==> src/rtl/uart_dump_pkg.sv <==
// Shared state encoding, ASCII constants and line geometry for the register-dump streamer.
// Pure declarations: no logic, no latency, no flow control.
package uart_dump_pkg;

    typedef enum logic [1:0] {
        IDLE,
        SNAP,
        SEND
    } state_t;

    localparam logic [7:0] CH_R  = 8'h72;
    localparam logic [7:0] CH_EQ = 8'h3D;
    localparam logic [7:0] CH_0  = 8'h30;
    localparam logic [7:0] CH_X  = 8'h78;
    localparam logic [7:0] CH_CR = 8'h0D;
    localparam logic [7:0] CH_LF = 8'h0A;

    // "rN=0x" + hex digits + CR LF
    function automatic int line_len(input int reg_w);
        return 7 + reg_w / 4;
    endfunction

endpackage

==> src/rtl/nibble_to_ascii.sv <==
// Converts a 4-bit value to its uppercase ASCII hex digit.
// Combinational, zero latency; no flow control.
module nibble_to_ascii (
    input  logic [3:0] nibble,
    output logic [7:0] ascii
);

    always_comb begin
        if (nibble < 4'd10) begin
            ascii = 8'h30 + {4'b0000, nibble};
        end else begin
            ascii = 8'h37 + {4'b0000, nibble};
        end
    end

endmodule

==> src/rtl/uart_reg_dump.sv <==
// Snapshots the register file and streams one "rN=0xHHHH\r\n" line per register.
// First byte two cycles after the start decision; tx_data/tx_valid held stable while tx_ready is low.
module uart_reg_dump
    import uart_dump_pkg::*;
#(
    parameter int NUM_REGS      = 8,
    parameter int REG_W         = 16,
    parameter int PERIOD_CYCLES = 27_000_000
) (
    input  logic                      clk,
    input  logic                      rst_n,
    input  logic [NUM_REGS*REG_W-1:0] regs,
    input  logic                      enable,
    input  logic                      trigger,
    output logic [7:0]                tx_data,
    output logic                      tx_valid,
    input  logic                      tx_ready,
    output logic                      busy,
    output logic                      frame_done
);

    localparam int             DIGITS    = REG_W / 4;
    localparam int             LINE      = line_len(REG_W);
    localparam logic [3:0]     LAST_CHAR = 4'(LINE - 1);
    localparam logic [3:0]     CR_POS    = 4'(LINE - 2);
    localparam logic [3:0]     LAST_REG  = 4'(NUM_REGS - 1);
    localparam int             CW        = $clog2(PERIOD_CYCLES);
    localparam logic [CW-1:0]  CNT_LAST  = CW'(PERIOD_CYCLES - 1);

    state_t            state;
    logic [CW-1:0]     period_cnt;
    logic              pending;
    logic [3:0]        reg_idx;
    logic [3:0]        char_idx;
    logic [REG_W-1:0]  regs_arr [16];
    logic [REG_W-1:0]  snap     [16];

    logic              start;
    logic              hs;
    logic              last_char;
    logic              last_byte;
    logic [3:0]        nxt_char;
    logic [3:0]        nxt_reg;
    logic [3:0]        dat_nib;
    logic [7:0]        idx_ascii;
    logic [7:0]        dat_ascii;
    logic [7:0]        nxt_byte;
    int                shamt;

    // Index the snapshot with a full 4-bit pointer; unused slots read as zero.
    for (genvar g = 0; g < 16; g++) begin : g_regs
        if (g < NUM_REGS) begin : g_used
            assign regs_arr[g] = regs[g*REG_W +: REG_W];
        end else begin : g_unused
            assign regs_arr[g] = '0;
        end
    end

    nibble_to_ascii u_idx_hex (
        .nibble (nxt_reg),
        .ascii  (idx_ascii)
    );

    nibble_to_ascii u_dat_hex (
        .nibble (dat_nib),
        .ascii  (dat_ascii)
    );

    // Next character is computed ahead so tx_data can stay registered without bubbles.
    always_comb begin
        start     = (enable && (period_cnt == CNT_LAST || trigger)) || pending;
        hs        = tx_valid && tx_ready;
        last_char = (char_idx == LAST_CHAR);
        last_byte = last_char && (reg_idx == LAST_REG);
        nxt_char  = last_char ? 4'd0 : char_idx + 4'd1;
        nxt_reg   = last_char ? reg_idx + 4'd1 : reg_idx;
        shamt     = 0;
        if (nxt_char >= 4'd5 && nxt_char < CR_POS) begin
            shamt = 4 * (DIGITS - 1 - (int'(nxt_char) - 5));
        end
        dat_nib = 4'(snap[nxt_reg] >> shamt);
        case (nxt_char)
            4'd0:      nxt_byte = CH_R;
            4'd1:      nxt_byte = idx_ascii;
            4'd2:      nxt_byte = CH_EQ;
            4'd3:      nxt_byte = CH_0;
            4'd4:      nxt_byte = CH_X;
            CR_POS:    nxt_byte = CH_CR;
            LAST_CHAR: nxt_byte = CH_LF;
            default:   nxt_byte = dat_ascii;
        endcase
    end

    always_ff @(posedge clk or negedge rst_n) begin
        if (!rst_n) begin
            state      <= IDLE;
            period_cnt <= '0;
            pending    <= 1'b0;
            reg_idx    <= 4'd0;
            char_idx   <= 4'd0;
            tx_data    <= 8'h00;
            tx_valid   <= 1'b0;
            busy       <= 1'b0;
            frame_done <= 1'b0;
            for (int i = 0; i < 16; i++) begin
                snap[i] <= '0;
            end
        end else begin
            frame_done <= 1'b0;
            case (state)
                IDLE: begin
                    if (start) begin
                        period_cnt <= '0;
                        pending    <= 1'b0;
                        busy       <= 1'b1;
                        state      <= SNAP;
                    end else if (enable) begin
                        period_cnt <= period_cnt + CW'(1);
                    end else begin
                        period_cnt <= '0;
                    end
                end
                SNAP: begin
                    for (int i = 0; i < 16; i++) begin
                        snap[i] <= regs_arr[i];
                    end
                    reg_idx  <= 4'd0;
                    char_idx <= 4'd0;
                    tx_data  <= CH_R;
                    tx_valid <= 1'b1;
                    state    <= SEND;
                end
                SEND: begin
                    if (hs) begin
                        if (last_byte) begin
                            tx_valid   <= 1'b0;
                            busy       <= 1'b0;
                            frame_done <= 1'b1;
                            state      <= IDLE;
                        end else begin
                            char_idx <= nxt_char;
                            reg_idx  <= nxt_reg;
                            tx_data  <= nxt_byte;
                        end
                    end
                end
                default: state <= IDLE;
            endcase
            // Requests during a frame collapse into a single follow-on frame.
            if (state != IDLE) begin
                if (!enable) begin
                    pending <= 1'b0;
                end else if (trigger) begin
                    pending <= 1'b1;
                end
            end
        end
    end

endmodule
==> config.mk <==
export PLATFORM = sky130hd
export DESIGN_NAME = uart_reg_dump
export DESIGN_NICKNAME = d
export VERILOG_FILES = /design/src/rtl/uart_dump_pkg.sv /design/src/rtl/nibble_to_ascii.sv /design/src/rtl/uart_reg_dump.sv
export SDC_FILE = /design/constraint.sdc
export NUM_CORES = 1
export LEC_CHECK = 0
export ABC_AREA = 1
export CORE_MARGIN = 8
export CORE_UTILIZATION = 45
export DETAILED_ROUTE_END_ITERATION = 6
export GPL_ROUTABILITY_DRIVEN = 1
export GPL_TIMING_DRIVEN = 1
export HOLD_SLACK_MARGIN = 0.12
export PLACE_DENSITY_LB_ADDON = 0.1
export REMOVE_ABC_BUFFERS = 1
export SLEW_MARGIN = 0
export SYNTH_ARGS = -nofsm -noshare
export SYNTH_HDL_FRONTEND = slang
export SYNTH_SLANG_ARGS = --single-unit
==> constraint.sdc <==
create_clock -name clk -period 3 [get_ports clk]
set_clock_uncertainty 0.1 [all_clocks]
set_input_delay 0.3 -clock clk [delete_from_list [all_inputs] [get_ports clk]]
set_output_delay 0.3 -clock clk [all_outputs]
set_load 0.02 [all_outputs]
==> flow_summary.ini <==
[status]
status = complete, no violations

[logic_synthesis]
yosys_warnings = 0
synth_cells = 1208
synth_top_family_by_area = simple AND/OR/NAND/NOR gates
synth_edf_count = 0
synth-seq-cells = 174
synth-xor-area-share_pct = 1.16
yosys.area_share.simple_pct = 30.1
seq_area_frac_synth_pct = 47.9
synth_compound_area_share_pct = 10.6
synth_area_leaders = dfrtp_1 48%, nand2_1 17%, nand3_1 7.0%, o21ai_0 6.1%, inv_1 5.9%
synth.top_cell.area_share_pct = 47.9
yosysMostFrequentCell = nand2_1
synth.largest_area_cell = dfrtp_1
syn_avg_cell_area_um2 = 7.52
synth_ff_type = dfrtp_1
async_flop_share_pct = 100
synth.distinct_cells = 42
synth_area_um2 = 9090
ys_top_cells_by_count = 401 x nand2_1, 174 x dfrtp_1, 142 x inv_1
synthAdderAreaFrac_pct = 0.964
muxShareOfSynthArea_pct = 0

[cts]
clk_pin_slew_ns = 0.07
cts_root_buf = clkbuf_16
cts_htree_levels = 4
cts_tree = yes
cts_num_sinks = 174
ctsLongestPathBuffers = 2
insertion_delay_ns = 0.43
cts_made_buffers = 17

[placed_design]
io_buffers = 142
place.gp.congestion = 0.855
place_hpwl_um = 17900
pre_cts_ws_ns = 0.0864

[timing]
min_period_ns = 2.78
fin_tns_setup_ns = 0
rsz0062_at_grt = false
setup_viol = 0
worst_slew_pin_slew_ns = 0.848
slew_headroom_pct = 43.5
final-hold-violation-count = 0
final-max-slew-violation-count = 0
setup_slack_ns = 0.222
period_share_pct = 92.6
fmax_mhz = 360

[detailed_routing]
ant_nets = 0
drc_errors = 0
avgRoutedWirePerCell_um = 15.4
dr.pass1.iters = 5
num_vias = 8147
detail_route.wirelength_um = 24900
initialDrtViolationCount = 522
via_per_inst = 5.04

[floorplanning]
die_y_um = 158
initial_core_util_pct = 45.4
fp-row-count = 52
die_area_um2 = 25000
coreArea_um2 = 20000
fp.dieW_um = 158
io_pins = 144

[finish]
diodes = 0
syn_to_final_growth_pct = 26.3
multiInputGateArea_um2 = 3920
ff_latch_area_um2 = 4360
nets = 1473
post_route_cells_drive_above_1_share_pct = 6.17
fillers = 1933

[power]
peakVddDrop_uv = 377
p_leak_nw = 5.34
powerDensity_nw_per_um2 = 750

[global_routing]
grt_pass1_vias = 8166
grt_usage_pct = 20.6
grt_busiest_layer = met2
antenna_found_initial = 0
grt_max_degree = 203
grtUsageMet2_pct = 33.6
grt.met1_usage_pct = 27.1
grt_pass1_wl_um = 40900
overflow = 0
grtUsageMet3_pct = 4.56

[worst_setup_path]
setup.worst_path.class = reg -> reg
critical_path_required_ns = 3.21
arrival_ns = 2.99
cp-start-kind = register
path_max_fanout = 5
crit_path_end_kind = register

[run]
cap_violations = 0

[hold_path]
min_path_type = in -> reg
==> worst max-delay path: stages, from the launching register on <==
cell      delay (ns)
dfrtp_2         0.44
inv_1           0.13
nand2_1         0.10
o211ai_1        0.20
o21ai_2         0.11
inv_1           0.08
nand2_1         0.04
o21ai_0         0.06
inv_1           0.06
ha_1            0.26
a21o_1          0.17
inv_2           0.11
nand3_2         0.14
ha_1            0.24
a21oi_1         0.19
nand2_1         0.10
nand2_1         0.07
a21boi_1        0.05
==> area by class of cell <==
type	instances	area share, %
flip-flops and latches	174	38.0
multi-input cells	827	34.1
repair buffers	166	15.0
inverters	147	4.81
clock buffers	18	3.82
well taps	270	2.94
clock inverters	13	1.34
==> through the flow <==
| step | util (%) | hold WS [ns] | instances | total power [mW] | cell area [um^2] |
|---|---|---|---|---|---|
| after global routing | 57.3 | 0.297 | 1615 | 9.21 | 11500 |
| after floorplan | - | -0.0956 | 1148 | 5.07 | 8790 |
| after global placement | 54.1 | 0.281 | 1583 | 6.31 | 10900 |
| after detailed placement | 54.1 | 0.277 | 1583 | 6.35 | 10900 |
| final | 57.3 | 0.299 | 1615 | 8.61 | 11500 |
| after CTS | 57.2 | 0.288 | 1615 | 8.61 | 11500 |
==> sequential cells by signal (all words and copies together), names as in the netlist <==
signal / cells
snap: 128
pending: 1
frame_done: 1
reg_idx: 4
char_idx: 4
state: 2
period_cnt: 25
tx_data: 7
tx_valid: 1
busy: 1
==> logic make-up (layout without fill, tap and decap cells) <==
logic type,count (synthesis),in the layout
flops,174,174
other cells,1,1
xor+xnor,12,12
buf+inv,207,344
simple gates,634,634
fa+ha+maj,7,7
compound gates,173,173
==> placed cells by master, fill, tap and decap left out, types with 5 or more instances in the layout <==
cell type,n
clkbuf_16,17
nand3_2,5
inv_2,7
nor2_1,46
buf_4,13
a21oi_1,17
nor3_1,10
o21ai_0,109
nand2_1,400
clkdlybuf4s50_1,141
buf_12,9
xor2_1,12
nand3b_1,22
nand4_1,8
dfrtp_1,170
o22ai_1,21
inv_1,140
inv_6,5
o211ai_1,12
nand3_1,127
ha_1,7
==> where the power goes <==
part / switching, mW / internal, mW / leakage [nW]
sequential: 0.265 / 2.67 / 1.68
clock: 0.985 / 1.27 / 0.290
combinational: 2.11 / 1.32 / 3.37
==> layer usage <==
metal  part of all wire (%)  vias to the layer above
li1                       -                     4119
met3                    4.1                       30
met1                     47                     3816
met4                    1.7                        0
met5                      0                        -
met2                     47                      182
==> final timing paths <==
check | startpoint | depth (start not counted) | to | slack [ns]
max reg2reg | char_idx[0] | 17 | tx_data[4] | 0.22
min in group asynchronous | rst_n | 2 | snap[243] | 0.38
min | regs[118] | 3 | snap[134] | 0.30
max | char_idx[0] | 17 | tx_data[4] | 0.22
max in group asynchronous | rst_n | 3 | char_idx[1] | 1.68
min reg2reg | snap[193] | 2 | snap[193] | 0.37
==> timing repair <==
action	in CTS	in global routing
resized for setup	0	11
hold buffers	1	0
setup endpoints to repair	0	6
endpoints found under the hold margin	73	0
buffers inserted	0	0
Note: power is estimated with default switching activity, not from simulation.
